--- src/rtl/bean_field.sv ---
// rtl/bean_field.sv - multi-slot bean obstacle field: spawn, per-frame move, retire count, registered pixel hit test
module bean_field #(
  parameter int N_BEANS  = 4,
  parameter int SPAWN_X  = 600,
  parameter int GROUND_Y = 380,
  parameter int BEAN_W   = 30,
  parameter int BEAN_H   = 40,
  parameter int MIN_GAP  = 160
) (
  input  logic               clk,
  input  logic               rst,
  input  logic               frame_tick,
  input  logic [9:0]         x,
  input  logic [9:0]         y,
  input  logic [3:0]         speed,
  input  logic               spawn_req,
  output logic               bean,
  output logic [2:0]         bean_id,
  output logic [N_BEANS-1:0] active_mask,
  output logic               spawn_ack,
  output logic [7:0]         passed_cnt
);

  logic [N_BEANS-1:0] act;
  logic [9:0]         px [N_BEANS];
  logic               pend;

  logic               free_found;
  logic [N_BEANS-1:0] spawn_sel;
  logic               gap_ok;
  logic               commit;
  logic [N_BEANS-1:0] retire;
  logic [3:0]         ret_cnt;
  logic [8:0]         cnt_sum;
  logic               hit_any;
  logic [2:0]         hit_idx;
  logic [10:0]        x11;
  logic [10:0]        y11;
  logic [10:0]        lo11;
  logic [10:0]        hi11;
  logic               y_in;

  assign active_mask = act;
  assign x11  = {1'b0, x};
  assign y11  = {1'b0, y};
  assign y_in = (y11 >= 11'(GROUND_Y - BEAN_H)) && (y11 <= 11'(GROUND_Y));

  always_comb begin
    free_found = 1'b0;
    spawn_sel  = '0;
    gap_ok     = 1'b1;
    retire     = '0;
    ret_cnt    = '0;
    hit_any    = 1'b0;
    hit_idx    = '0;
    lo11       = '0;
    hi11       = '0;
    for (int i = 0; i < N_BEANS; i++) begin
      if (!act[i] && !free_found) begin
        free_found   = 1'b1;
        spawn_sel[i] = 1'b1;
      end
      if (act[i] && (int'(px[i]) > SPAWN_X - MIN_GAP))
        gap_ok = 1'b0;
      retire[i] = frame_tick && act[i] && (px[i] < {6'b0, speed});
      ret_cnt   = ret_cnt + {3'b0, retire[i]};
      lo11      = {1'b0, px[i]};
      hi11      = lo11 + 11'(BEAN_W);
      // first match wins, so the reported id is the lowest-index bean
      if (!hit_any && act[i] && y_in && (x11 >= lo11) && (x11 <= hi11)) begin
        hit_any = 1'b1;
        hit_idx = 3'(i);
      end
    end
    commit = frame_tick && pend && free_found && gap_ok;
    if (!commit)
      spawn_sel = '0;
    cnt_sum = {1'b0, passed_cnt} + {5'b0, ret_cnt};
  end

  always_ff @(posedge clk) begin
    if (rst) begin
      act        <= '0;
      pend       <= 1'b0;
      bean       <= 1'b0;
      bean_id    <= '0;
      spawn_ack  <= 1'b0;
      passed_cnt <= '0;
      for (int i = 0; i < N_BEANS; i++)
        px[i] <= '0;
    end else begin
      bean      <= hit_any;
      bean_id   <= hit_idx;
      spawn_ack <= commit;
      pend      <= spawn_req | (pend & ~commit);
      if (frame_tick) begin
        // a freshly spawned slot was inactive pre-tick, so it never also moves or retires
        for (int i = 0; i < N_BEANS; i++) begin
          if (spawn_sel[i]) begin
            act[i] <= 1'b1;
            px[i]  <= 10'(SPAWN_X);
          end else if (retire[i]) begin
            act[i] <= 1'b0;
          end else if (act[i]) begin
            px[i] <= px[i] - {6'b0, speed};
          end
        end
        passed_cnt <= cnt_sum[8] ? 8'hff : cnt_sum[7:0];
      end
    end
  end

endmodule

--- config.mk ---
export PLATFORM = sky130hd
export DESIGN_NAME = bean_field
export DESIGN_NICKNAME = d
export VERILOG_FILES = /design/src/rtl/bean_field.sv
export SDC_FILE = /design/constraint.sdc
export NUM_CORES = 1
export LEC_CHECK = 0
export ABC_AREA = 1
export ABC_CLOCK_PERIOD_IN_PS = 4400
export CAP_MARGIN = 20
export CORE_ASPECT_RATIO = 0.9
export CORE_MARGIN = 3
export CORE_UTILIZATION = 30
export CTS_CLUSTER_DIAMETER = 120
export DETAILED_ROUTE_END_ITERATION = 8
export GPL_ROUTABILITY_DRIVEN = 0
export PLACE_DENSITY = 0.53
export SLEW_MARGIN = 20
export SYNTH_ARGS = -nofsm -noshare
export SYNTH_HDL_FRONTEND = slang
export SYNTH_SLANG_ARGS = --single-unit
--- constraint.sdc ---
create_clock -name clk -period 4.4 [get_ports clk]
set_input_delay 0.88 -clock clk [delete_from_list [all_inputs] [get_ports clk]]
set_output_delay 0.88 -clock clk [all_outputs]
set_load 0.02 [all_outputs]
# --- Yosys cells after proc, flatten, opt, wreduce, memory -nomap -nowiden ---
# Memories as Yosys holds them, arrays and structs flattened.
# Cells that the tools add are included.
# Widths: inputs -> output; s select.
classes:
  n_lt_le_gt_ge: 18
  reduce_logical: 51
  add_sub_neg: 12
  n_mux: 78
  n_bitwise: 11
op_table:
  columns: ["cell", "count"]
  rows:
  - ["$mux 10", 8]
  - ["$mux 1", 66]
  - ["$add 10x5->11 const B", 4]
  - ["$le 10x11->1", 4]
  - ["$ge 10x10->1", 4]
  - ["$gt 10x9->1 const B", 4]
  - ["$lt 10x4->1", 4]
  - ["$sub 10x4->10", 4]
  - ["$logic_and 1x1->1", 34]
  - ["$ge 10x9->1 const B", 1]
  - ["$le 10x9->1 const B", 1]
  - ["$add 8x4->9", 1]
  - ["$or 1x1->1", 9]
  - ["$logic_not 1->1", 8]
  - ["$mux 8", 1]
  - ["$reduce_and 2->1", 4]
  - ["$reduce_bool 2->1", 4]
  - ["$add 3x1->4", 1]
  - ["$mux 2", 2]
  - ["$mux 4", 1]
  - ["$add 2x1->3", 1]
  - ["$reduce_or 3->1", 1]
  - ["$add 1x1->2", 1]
  - ["$and 1x1->1", 1]
  - ["$not 1->1", 1]
word_totals:
  elab_cells: 181
  input_bits: 28
  reg_bits: 18
  ram_bits: 40
  memories: 1
  output_inout_bits: 17
memory_table:
  columns: ["memory", "words", "width", "read_ports", "rd_ports_with_merged_regs", "wr", "line_no", "rtl"]
  rows:
  - ["px", 4, 10, 4, 0, 4, "25", "logic [9:0] px [N_BEANS];"]

# --- Longest topological paths before layout ---
logic_depth:
  ltp_word: 24
  mapped_depth: 21
  depth_no_buf: 21

# --- Least setup slack after synthesis ---
# OpenSTA, ideal clock, no wires.
synth_timing:
  path_kind: "input to register"
  from: "input speed[2]"
  to: "register passed_cnt[5]"
  required_time_ps: 4330
  t_arrival_ps: 4039
  setup_slack_ps: 291
  path_buffers: 0
  setup_time_ps: 70
  cell_stages: 20
  cell_sequence: "inv_1 > ha_1 > inv_1 > nor2_1 > o21ai_1 > nand2_1 > nor2_1 > nand2_1 > nor2_2 > nand4_1 > fa_1 > inv_1 > fa_1 > inv_1 > fa_1 > nor3_1 > nand4_1 > nor2_1 > nand2_1 > a21oi_1"
synth_via:
  elab_chain_len: 7
  elab_cells_between_ends: 13
  classes_between: "add/sub (4); order compare (4); mux (1); reduce/logical (4)"
synth_rtl:
  columns: ["item", "line_no", "rtl"]
  rows:
  - ["start: declaration", "15", "input logic [3:0] speed,"]
  - ["$lt 10x4->1", "65", "retire[i] = frame_tick && act[i] && (px[i] < {6'b0, speed});"]
  - ["$logic_and 1x1->1", "65", null]
  - ["$add 1x1->2", "66", "ret_cnt = ret_cnt + {3'b0, retire[i]};"]
  - ["$add 2x1->3", "66", null]
  - ["$add 3x1->4 (*)", "66", null]
  - ["$add 8x4->9 (*)", "78", "cnt_sum = {1'b0, passed_cnt} + {5'b0, ret_cnt};"]
  - ["$mux 8 (*)", "108", "passed_cnt <= cnt_sum[8] ? 8'hff : cnt_sum[7:0];"]
  - ["end signal: assignment", "108", null]
  - ["end: declaration", "21", "output logic [7:0] passed_cnt"]
# Mark *: on every way between the ends. The rest lies on a longest branch, timed or not.
# A chain may end at the register's enable or synchronous reset.

# --- Worst setup path after layout ---
layout_timing:
  from: "input speed[3]"
  to: "register act[0], in the netlist active_mask[0]"
layout_via:
  elab_chain_len: 4
layout_rtl:
  columns: ["item", "line_no", "rtl"]
  rows:
  - ["$lt 10x4->1", "65", null]
  - ["$logic_and 1x1->1", "65", null]
  - ["$reduce_bool 2->1 (no line)", null, null]
  - ["$reduce_and 2->1 (no line)", null, null]
  - ["end signal: assignment", "83", "act <= '0;"]
  - ["end signal: indexed assignment", "100", "act[i] <= 1'b1;"]
  - ["end signal: indexed assignment", "103", "act[i] <= 1'b0;"]
  - ["end: declaration", "24", "logic [N_BEANS-1:0] act;"]
# Every way passes these cells.

==> summary.txt <==
Die
  • Cell row count: 48
  • Width of the die: 156 µm
  • Core Footprint: 19500 µm²
  • Die Y-Extent: 141 µm
  • Die Area: 21900 µm²
  • Effective utilization at floorplan: 31.0%
  • Number of placed I/O pins: 45

Global routing
  • Busiest layer in global routing: met1
  • Met3 usage: 2.21%
  • Global routing usage summed across all routing layers: 16.4%
  • Met2 Resource Use GR: 23.4%
  • Pin count of the biggest net entering global routing: 17
  • Vias in the first global route: 5330
  • Total congestion overflow after global routing: 0
  • First-pass GRT wire length: 28.1 mm
  • Initial antenna violation count: 0
  • Met1 global-route usage: 24.9%

Clocking
  • Clock transition at the registers of the reported paths: 0.05 ns
  • H-tree levels: 3
  • Clock buffer count from CTS: 9
  • Worst-case clock buffer depth: 2
  • TritonCTS sink count: 57
  • Cts-stage hold buffer count: 0
  • Clock tree root driver cell: clkbuf_16
  • Skew-Pair Late Insertion Delay: 0.33 ns
  • Clock tree from TritonCTS: done

Yosys
  • Primary flip-flop cell chosen by synthesis mapping: edfxtp_1
  • Sequential area share after synthesis: 25.5%
  • EDFF count, synth: 40
  • Flop and latch count out of synthesis: 57
  • Mean post-synth cell area: 7.43 µm²
  • Post-synth design cell area: 6040 µm²
  • Synthesis Warnings: 0
  • Async SR Flop Fraction: 0%
  • Count of distinct cell types in the synthesized netlist: 47
  • Post-Syn Nets: 945
  • Number of instances in the synthesized netlist: 813

Critical path
  • Worst path slowest cell: clkdlybuf4s50_1
  • Crit path largest cell delay: 0.47 ns
  • Type of the worst setup path: in -> reg
  • R2r endpoint: active_mask[0]
  • Arr. time, crit path: 4.46 ns
  • Setup slack of the most critical reg-to-reg path: 0.46 ns
  • Critical register-to-register path startpoint: px[0][0]
  • Most common cell type on the critical path: buf_4
  • Crit-path max FO: 3
  • Count of cells along the worst register-to-register path: 28
  • Nature of the critical path endpoint: flop
  • Required @ worst endpoint: 4.62 ns
  • Critical Path Source Type: primary input
  • Cell type group with the largest total delay on the critical path: buffers and inverters
  • Count of buffering cells on the critical path with inverters included: 18

STA
  • Max Clock Skew: 0.00778 ns
  • Final Hold Violating Endpoints: 0
  • Final min period: 4.24 ns
  • Number of max-slew violations in the final report: 0
  • Final period util: 96.4%
  • Upper clock frequency limit: 0.236 GHz
  • Relative slew slack: 56.1%
  • Endpoints failing setup: 0
  • Setup TNS: 0 ns
  • Slew at the pin with the worst max-slew slack: 0.655 ns

Power
  • Combinational share of power: 26.4%
  • Maximum ir drop on the vdd rail: 0.155 mV
  • Reported net switching power: 0.540 mW
  • Leakage Power: 3.42 nW
  • Internal power component: 1.21 mW
  • Power share of the sequential group: 35.8%
  • Pwr Density: 234 nW/µm²
  • Net switching fraction of the power: 30.8%
  • Clock power frac: 37.8%

Layout
  • Diodes inserted: 0
  • Relative area change from synthesis to final layout: 23.7%
  • Commonest non-fill, non-tap cell in the layout: nand2_1
  • Ratio of cells with drive above 1 in the final layout: 12.4%
  • Fill cells: 2045
  • Post-layout net count: 1041
  • Final standard cell utilization of the core: 38.4%
  • Commonest cells after routing, fill and taps aside: nand2_1, inv_1, ha_1, nor2_1, a21oi_1

Run status
  • Status: complete, no violations

Route
  • Wirelength, routed: 17.6 mm
  • Via density per instance: 4.81
  • Length of the first detailed-routing pass in iterations: 4
  • Antenna Violating Nets Remaining: 0
  • Vias post-DR: 5604
  • Number of DRC violations after detailed-routing iteration 0: 387
  • Residual DRC: 0
  • Routed wire per std cell: 15.1 µm

Worst hold path
  • Hold path cells: 1
  • End point of the most critical hold path: passed_cnt[7]
  • Min-delay worst type: reg -> reg
  • Start point of the worst min-delay path: passed_cnt[7]

Placed design
  • Number of I/O port buffers: 43
  • Detailed placement HPWL: 13.7 mm

Run
  • MaxCap Viol Count: 0
==> cell families after synthesis <==
| group | after synthesis | share of synthesized area (%) |
|---|---|---|
| AOI/OAI and AO/OA | 131 | 12.0 |
| xor gates and xnor gates | 34 | 4.93 |
| adders and majority gates | 104 | 22.4 |
| DFF | 57 | 25.5 |
| other | 1 | 0.0621 |
| and+or+nand+nor | 363 | 27.0 |
| buffers and inverters | 123 | 8.06 |
==> sequential cells by signal, summed over array words and instances (netlist names) <==
register,cells
pend,1
passed_cnt,8
bean,1
bean_id,2
active_mask,4
spawn_ack,1
px,40
==> what timing repair did <==
action	4_1_cts	5_1_grt
pin swaps	1	8
buffers inserted	16	3
endpoints found under the setup margin	8	9
gates resized for setup	2	16
==> stage by stage <==
step	instances	worst slack, ns	hold WS [ns]	total power, mW	instance area [µm²]
final	1164	0.159	0.524	1.75	7470
after global routing	1164	-0.0171	0.559	1.87	7470
after CTS	1161	0.00923	0.508	1.77	7380
after detailed placement	1130	-0.546	0.493	1.09	6980
after global placement	1130	-0.492	0.493	1.09	6980
after floorplan	813	0.291	0.456	0.921	6040
==> routing by layer <==
| metal | vias to the layer above | part of all wire (%) |
|---|---|---|
| li1 | 2937 | - |
| met1 | 2526 | 54 |
| met2 | 116 | 40 |
| met3 | 25 | 3.6 |
| met4 | 0 | 2.7 |
| met5 | - | 0 |
==> final cells by class <==
type	instances	area, µm²	area share, %
clock buffer	13	270	3.62
clock inverter	3	13.8	0.184
inverter	112	420	5.63
multi-input combinational	633	4080	54.6
sequential	57	1540	20.6
tap	250	313	4.19
timing repair buffer	96	836	11.2
==> Yosys cell counts, types with 3 or more instances <==
master / n / share of area [%]
a21oi_1: 80 / 6.6
and3_1: 5 / 0.52
buf_2: 5 / 0.41
buf_4: 3 / 0.37
dfxtp_1: 17 / 5.6
edfxtp_1: 40 / 20
fa_1: 7 / 2.3
ha_1: 97 / 20
inv_1: 102 / 6.3
inv_2: 9 / 0.56
nand2_1: 163 / 10
nand3_1: 40 / 3.3
nand3b_1: 4 / 0.50
nand4_1: 17 / 1.8
nand4_2: 4 / 0.83
nor2_1: 91 / 5.7
nor3_1: 17 / 1.4
nor3b_1: 3 / 0.37
nor4_1: 3 / 0.31
o211ai_1: 7 / 0.87
o21ai_0: 25 / 2.1
o21ai_1: 3 / 0.25
or2_2: 6 / 0.62
xnor2_1: 5 / 0.73
xor2_1: 29 / 4.2
==> worst max path at each step <==
| stage | start | to | slack [ns] | depth (start not counted) |
|---|---|---|---|---|
| after floorplan | speed[2] | passed_cnt[5] | 0.29 | 20 |
| after global placement | speed[2] | passed_cnt[5] | -0.49 | 21 |
| after detailed placement | speed[2] | passed_cnt[5] | -0.55 | 21 |
| after CTS | speed[2] | passed_cnt[5] | 0.009 | 21 |
| after global routing | speed[3] | passed_cnt[1] | -0.02 | 19 |
| final | speed[3] | active_mask[0] | 0.16 | 27 |
==> power groups by stage <==
stage	logic, mW	registers, mW	clock network [mW]
finish	0.462	0.627	0.663
global route	0.534	0.630	0.703
CTS	0.458	0.625	0.683
detailed placement	0.454	0.636	0
global placement	0.451	0.635	0
floorplan	0.296	0.625	0
No activity file was read; power rests on OpenSTA's default activity.
